### config.mk
export PLATFORM = sky130hd
export DESIGN_NAME = mtwo_acc
export DESIGN_NICKNAME = d
export VERILOG_FILES = /design/src/rtl/mtwo_acc.sv
export SDC_FILE = /design/constraint.sdc
export NUM_CORES = 1
export LEC_CHECK = 0
export CAP_MARGIN = 20
export CORE_MARGIN = 10
export CORE_UTILIZATION = 24
export CTS_BUF_LIST = sky130_fd_sc_hd__clkbuf_4 sky130_fd_sc_hd__clkbuf_8
export CTS_CLUSTER_DIAMETER = 60
export DETAILED_ROUTE_END_ITERATION = 6
export PLACE_DENSITY_LB_ADDON = 0.05
export SLEW_MARGIN = 20
export SYNTH_ARGS = -nofsm -noshare
export SYNTH_HDL_FRONTEND = slang
export SYNTH_SLANG_ARGS = --single-unit
### constraint.sdc
create_clock -name mtwo_acc_clk -period 5.91 [get_ports mtwo_acc_clk]
set_input_delay 0.8865 -clock mtwo_acc_clk [delete_from_list [all_inputs] [get_ports mtwo_acc_clk]]
set_output_delay 0.8865 -clock mtwo_acc_clk [all_outputs]
set_load 0.005 [all_outputs]
### src/rtl/mtwo_acc.sv
`default_nettype none
// ============================================================================
//  Module   : mtwo_acc
//  Function : Multi-channel block accumulator. Sums LEN interleaved samples per
//             channel, then drains one signed sum per channel over valid/ready.
//  Revision : 1.0 - initial release
// ============================================================================
module mtwo_acc #(
    parameter  int DATA_W = 16,
    parameter  int NCH    = 2,
    parameter  int LEN    = 4,
    localparam int ACC_W  = DATA_W + $clog2(LEN),
    localparam int CH_W   = (NCH > 1) ? $clog2(NCH) : 1
) (
    input  logic              mtwo_acc_clk,
    input  logic              mtwo_acc_reset,
    input  logic              mtwo_acc_init,
    input  logic              mtwo_acc_in_disable,
    input  logic [DATA_W-1:0] mtwo_acc_in_data,
    input  logic              mtwo_acc_in_valid,
    output logic              mtwo_acc_in_ready,
    output logic [ACC_W-1:0]  mtwo_acc_out_data,
    output logic [CH_W-1:0]   mtwo_acc_out_chan,
    output logic              mtwo_acc_out_valid,
    input  logic              mtwo_acc_out_ready,
    output logic              mtwo_acc_busy
);

    localparam int                c_cntW    = (LEN > 1) ? $clog2(LEN) : 1;
    localparam logic [0:0]        c_accum   = 1'b0;
    localparam logic [0:0]        c_drain   = 1'b1;
    localparam logic [CH_W-1:0]   c_lastCh  = CH_W'(NCH - 1);
    localparam logic [c_cntW-1:0] c_lastCnt = c_cntW'(LEN - 1);

    logic [0:0]               r_state;
    logic [CH_W-1:0]          r_chPtr;
    logic [CH_W-1:0]          r_drainPtr;
    logic [c_cntW-1:0]        r_cnt;
    logic signed [ACC_W-1:0]  r_acc [NCH];

    logic                     w_resetInt;
    logic                     w_inFire;
    logic                     w_outFire;
    logic                     w_lastBeat;
    logic signed [ACC_W-1:0]  w_sample;

    assign w_resetInt = mtwo_acc_reset | mtwo_acc_init;
    assign w_sample   = ACC_W'($signed(mtwo_acc_in_data));
    assign w_lastBeat = (r_cnt == c_lastCnt) && (r_chPtr == c_lastCh);

    // Ready is derived from state and control only, never from in_valid.
    assign mtwo_acc_in_ready  = (r_state == c_accum) & ~mtwo_acc_in_disable & ~w_resetInt;
    assign w_inFire           = mtwo_acc_in_valid & mtwo_acc_in_ready;
    assign mtwo_acc_out_valid = (r_state == c_drain);
    assign w_outFire          = mtwo_acc_out_valid & mtwo_acc_out_ready;
    assign mtwo_acc_out_chan  = r_drainPtr;
    assign mtwo_acc_out_data  = mtwo_acc_out_valid ? r_acc[r_drainPtr] : '0;
    assign mtwo_acc_busy      = (r_state == c_drain) | (r_cnt != '0) | (r_chPtr != '0);

    always_ff @(posedge mtwo_acc_clk) begin
        if (w_resetInt) begin
            r_state    <= c_accum;
            r_chPtr    <= '0;
            r_cnt      <= '0;
            r_drainPtr <= '0;
            for (int i = 0; i < NCH; i++) begin
                r_acc[i] <= '0;
            end
        end else begin
            case (r_state)
                c_accum: begin
                    if (w_inFire) begin
                        // First beat of a block overwrites, so no clear pass is needed.
                        r_acc[r_chPtr] <= (r_cnt == '0) ? w_sample : r_acc[r_chPtr] + w_sample;
                        if (w_lastBeat) begin
                            r_state    <= c_drain;
                            r_chPtr    <= '0;
                            r_cnt      <= '0;
                            r_drainPtr <= '0;
                        end else if (r_chPtr == c_lastCh) begin
                            r_chPtr <= '0;
                            r_cnt   <= r_cnt + c_cntW'(1);
                        end else begin
                            r_chPtr <= r_chPtr + CH_W'(1);
                        end
                    end
                end
                c_drain: begin
                    if (w_outFire) begin
                        if (r_drainPtr == c_lastCh) begin
                            r_state    <= c_accum;
                            r_drainPtr <= '0;
                        end else begin
                            r_drainPtr <= r_drainPtr + CH_W'(1);
                        end
                    end
                end
                default: r_state <= c_accum;
            endcase
        end
    end

endmodule
`default_nettype wire

==> results.toml <==
[clock_network]
clk_pin_slew_ps = 80
clk_latency_ps = 300
clock-root-buffer = "clkbuf_8"
htreeDepth = 2
cts_buffer_depth = 2
tritoncts = "built"
cts_resized = 0
cts_setup_buffers = 0
cts_sinks = 43
cts_made_buffers = 5
cts_hold_buf = 0

[pwr]
clockPowerShare = 0.304
leakagePower_uw = 0.00149
comb_power_share = 0.217
p_seq_frac = 0.479
powerDensity_nw_per_um2 = 178
irDropWorstVdd_mv = 0.0775
switching_power_uw = 205
power.internal_uw = 521
p_sw_frac = 0.283

[yosys]
async_reset_ff_frac = 0
seq_area_frac_synth = 0.362
synthesis.area_um2 = 3370
synth_top_area_frac = 0.321
synthFlopType = "edfxtp_1"
ys_ff_latch = 43
synthTopCellsByArea = "edfxtp_1 32%, mux2i_1 7.7%, ha_1 7.1%"
synth_top_area_cell = "edfxtp_1"
synthesis.nets = 396
synthCells = 354
yosysWarnings = 0
postSynthAreaPerCell_um2 = 9.52
synth.most_common_cell = "edfxtp_1"
synth_edf_count = 36
synth_common_cells = "36 x edfxtp_1, 31 x a21oi_1, 28 x nand2_1"
ys_types = 55

[worst_setup_path]
critPathLaunchType = "input port"
criticalPathCategory = "input port to register"
required_ps = 5840
crit_fanout = 18
critPathArrivalTime_ps = 3460
endpoint_kind = "register"
critPathMaxStageDelay_ps = 1020
crit_buf_inv = 1
crit_path_cell_trace = "clkdlybuf4s50_1 -> nor4_4 -> nand3_1 -> nand2_1"
crit_family = "simple AND/OR/NAND/NOR gates"
critical_path.slowest_cell = "nand2_1"

[hold_path]
worst_hold_path_type = "register to register"

[global_route]
first_global_vias = 2742
antenna_found_initial = 0
grt_max_degree = 30
grt_pass1_wl_mm = 15.4
grt_usage = 0.100
grt_overflow = 0

[die]
design.core.area_um2 = 13800
fp-row-count = 43
floorplan.initialDensity = 0.244
pin_count = 44
die_y_um = 138
die-area_um2 = 19200
die_w_um = 138

[sta]
setup-tns-final_ps = 0
whs_ps = 486
slew_headroom = 0.345
finalCritPeriodShare = 0.597
setup_viol = 0
tightestPinTransition_ps = 981
fin_crit_ps = 3530
drv_slew = 0
rsz0062_at_grt = "no"
fmax_ghz = 0.283
clock_skew_ps = 6.22
hold_violations = 0

[cells_and_area]
syn_to_final_growth_pct = 20.7
num-fill-cells = 1485
drive_above_1_share = 0.105
n_antenna_cell = 0
nNetsFinal = 430

[status]
status = "finished clean"

[placed_design]
dp_hpwl_mm = 6.99
port_buffers = 43
gp_congestion = 0.718

[drt]
wl_per_cell_um = 17.1
wirelength_mm = 9.76
firstDrtPassIters = 4
vias_per_cell = 4.76
first_iter_violations = 149
remaining_drc_errors = 0
vias = 2706
final_antenna_net_count = 0

[run]
cap_violations = 0
worst register-to-register path: stages (launching register included):
cell      delay [ps]
dfxtp_1          310
buf_4            300
mux2_2           400
ha_1             240
fa_1             450
a21oi_1          230
o211a_1          260
nor2_1           100
a211oi_2         340
mux2i_1          270
a21oi_1           90
kinds of logic (layout without fill, tap and decap cells):
group,Yosys count,after routing,share of synthesized area
AO/OA/AOI/OAI,90,90,0.184
AND/OR/NAND/NOR,117,117,0.177
adder cells (fa/ha/maj),20,20,0.0765
XOR/XNOR,10,10,0.0260
buffers and inverters,30,65,0.0371
flip-flops,43,43,0.362
multiplexers,44,44,0.137
power groups by stage:
stage                     Clock [uW]  Sequential (uW)  Combinational [uW]
after global routing             241              350                 176
after floorplan                    0              352                 112
after detailed placement           0              354                 159
final                            221              348                 158
after global placement             0              354                 160
after CTS                        229              348                 160
layout by cell type (no fill, tap or decap), types with 2 or more instances in the layout:
cell	instances
clkdlybuf4s50_1	43
edfxtp_1	36
a21oi_1	31
nand2_1	28
nor2_1	27
mux2i_1	26
ha_1	19
mux2_2	18
nor2b_1	18
nand3_1	13
inv_1	11
xnor2_1	7
a211oi_1	7
dfxtp_1	7
clkbuf_8	7
a21o_1	6
o21ai_0	6
and2_1	6
o21ai_1	5
nor3_1	5
o21a_1	5
o211a_1	4
o31ai_1	4
xor2_1	3
nand4_1	3
and3_1	3
or2_2	3
buf_4	3
or2_1	2
a211oi_2	2
a21oi_2	2
nand2b_1	2
o21bai_1	2
o211ai_1	2
a31oi_1	2
o2111ai_1	2
cell type report:
cell class                      count  area, um2  share of cell area
Multi-Input combinational cell    281       2020               0.497
Sequential cell                    43       1220               0.300
Timing Repair Buffer               46        453               0.111
Tap cell                          180        225              0.0554
Clock buffer                        8        104              0.0255
Inverter                           11       41.3              0.0102
stage by stage:
step                      instances  setup WS, ps  power [uW]  utilization  area (um2)
after floorplan                 354          2930         464            -        3370
after CTS                       569          2310         736        0.294        4070
after global routing            569          2130         767        0.294        4070
after detailed placement        561          1990         514        0.287        3960
final                           569          2380         726        0.294        4070
after global placement          561          2020         514        0.287        3960
final timing paths:
| path | startpoint | to | slack (ps) | cells past startpoint |
|---|---|---|---|---|
| hold reg to reg | r_cnt[1]$_SDFFE_PP0P_ | r_cnt[1]$_SDFFE_PP0P_ | 490 | 2 |
| setup / recovery | mtwo_acc_init | r_acc[1][11]$_SDFFCE_PN0P_ | 2380 | 4 |
| hold / removal | r_cnt[1]$_SDFFE_PP0P_ | r_cnt[1]$_SDFFE_PP0P_ | 490 | 2 |
| setup reg to reg | register | r_acc[1][16]$_SDFFCE_PN0P_ | 2660 | 10 |
per-layer routing:
| metal | GRT usage | up-vias | part of all wire | wire length (um) |
|---|---|---|---|---|
| met5 | 0 | - | 0 | 0 |
| met4 | 0.0266 | 0 | 0.0070 | 68 |
| met3 | 0.0205 | 4 | 0.029 | 283 |
| met2 | 0.174 | 40 | 0.49 | 4770 |
| met1 | 0.122 | 1286 | 0.48 | 4640 |
| li1 | - | 1376 | - | - |
state kept, by name (all words and copies together) (netlist names), named ones only:
register / count
r_acc: 36
mtwo_acc_out_valid: 1
mtwo_acc_out_chan: 1
r_chPtr: 1
r_cnt: 2
(Power assumes the default switching activity.)
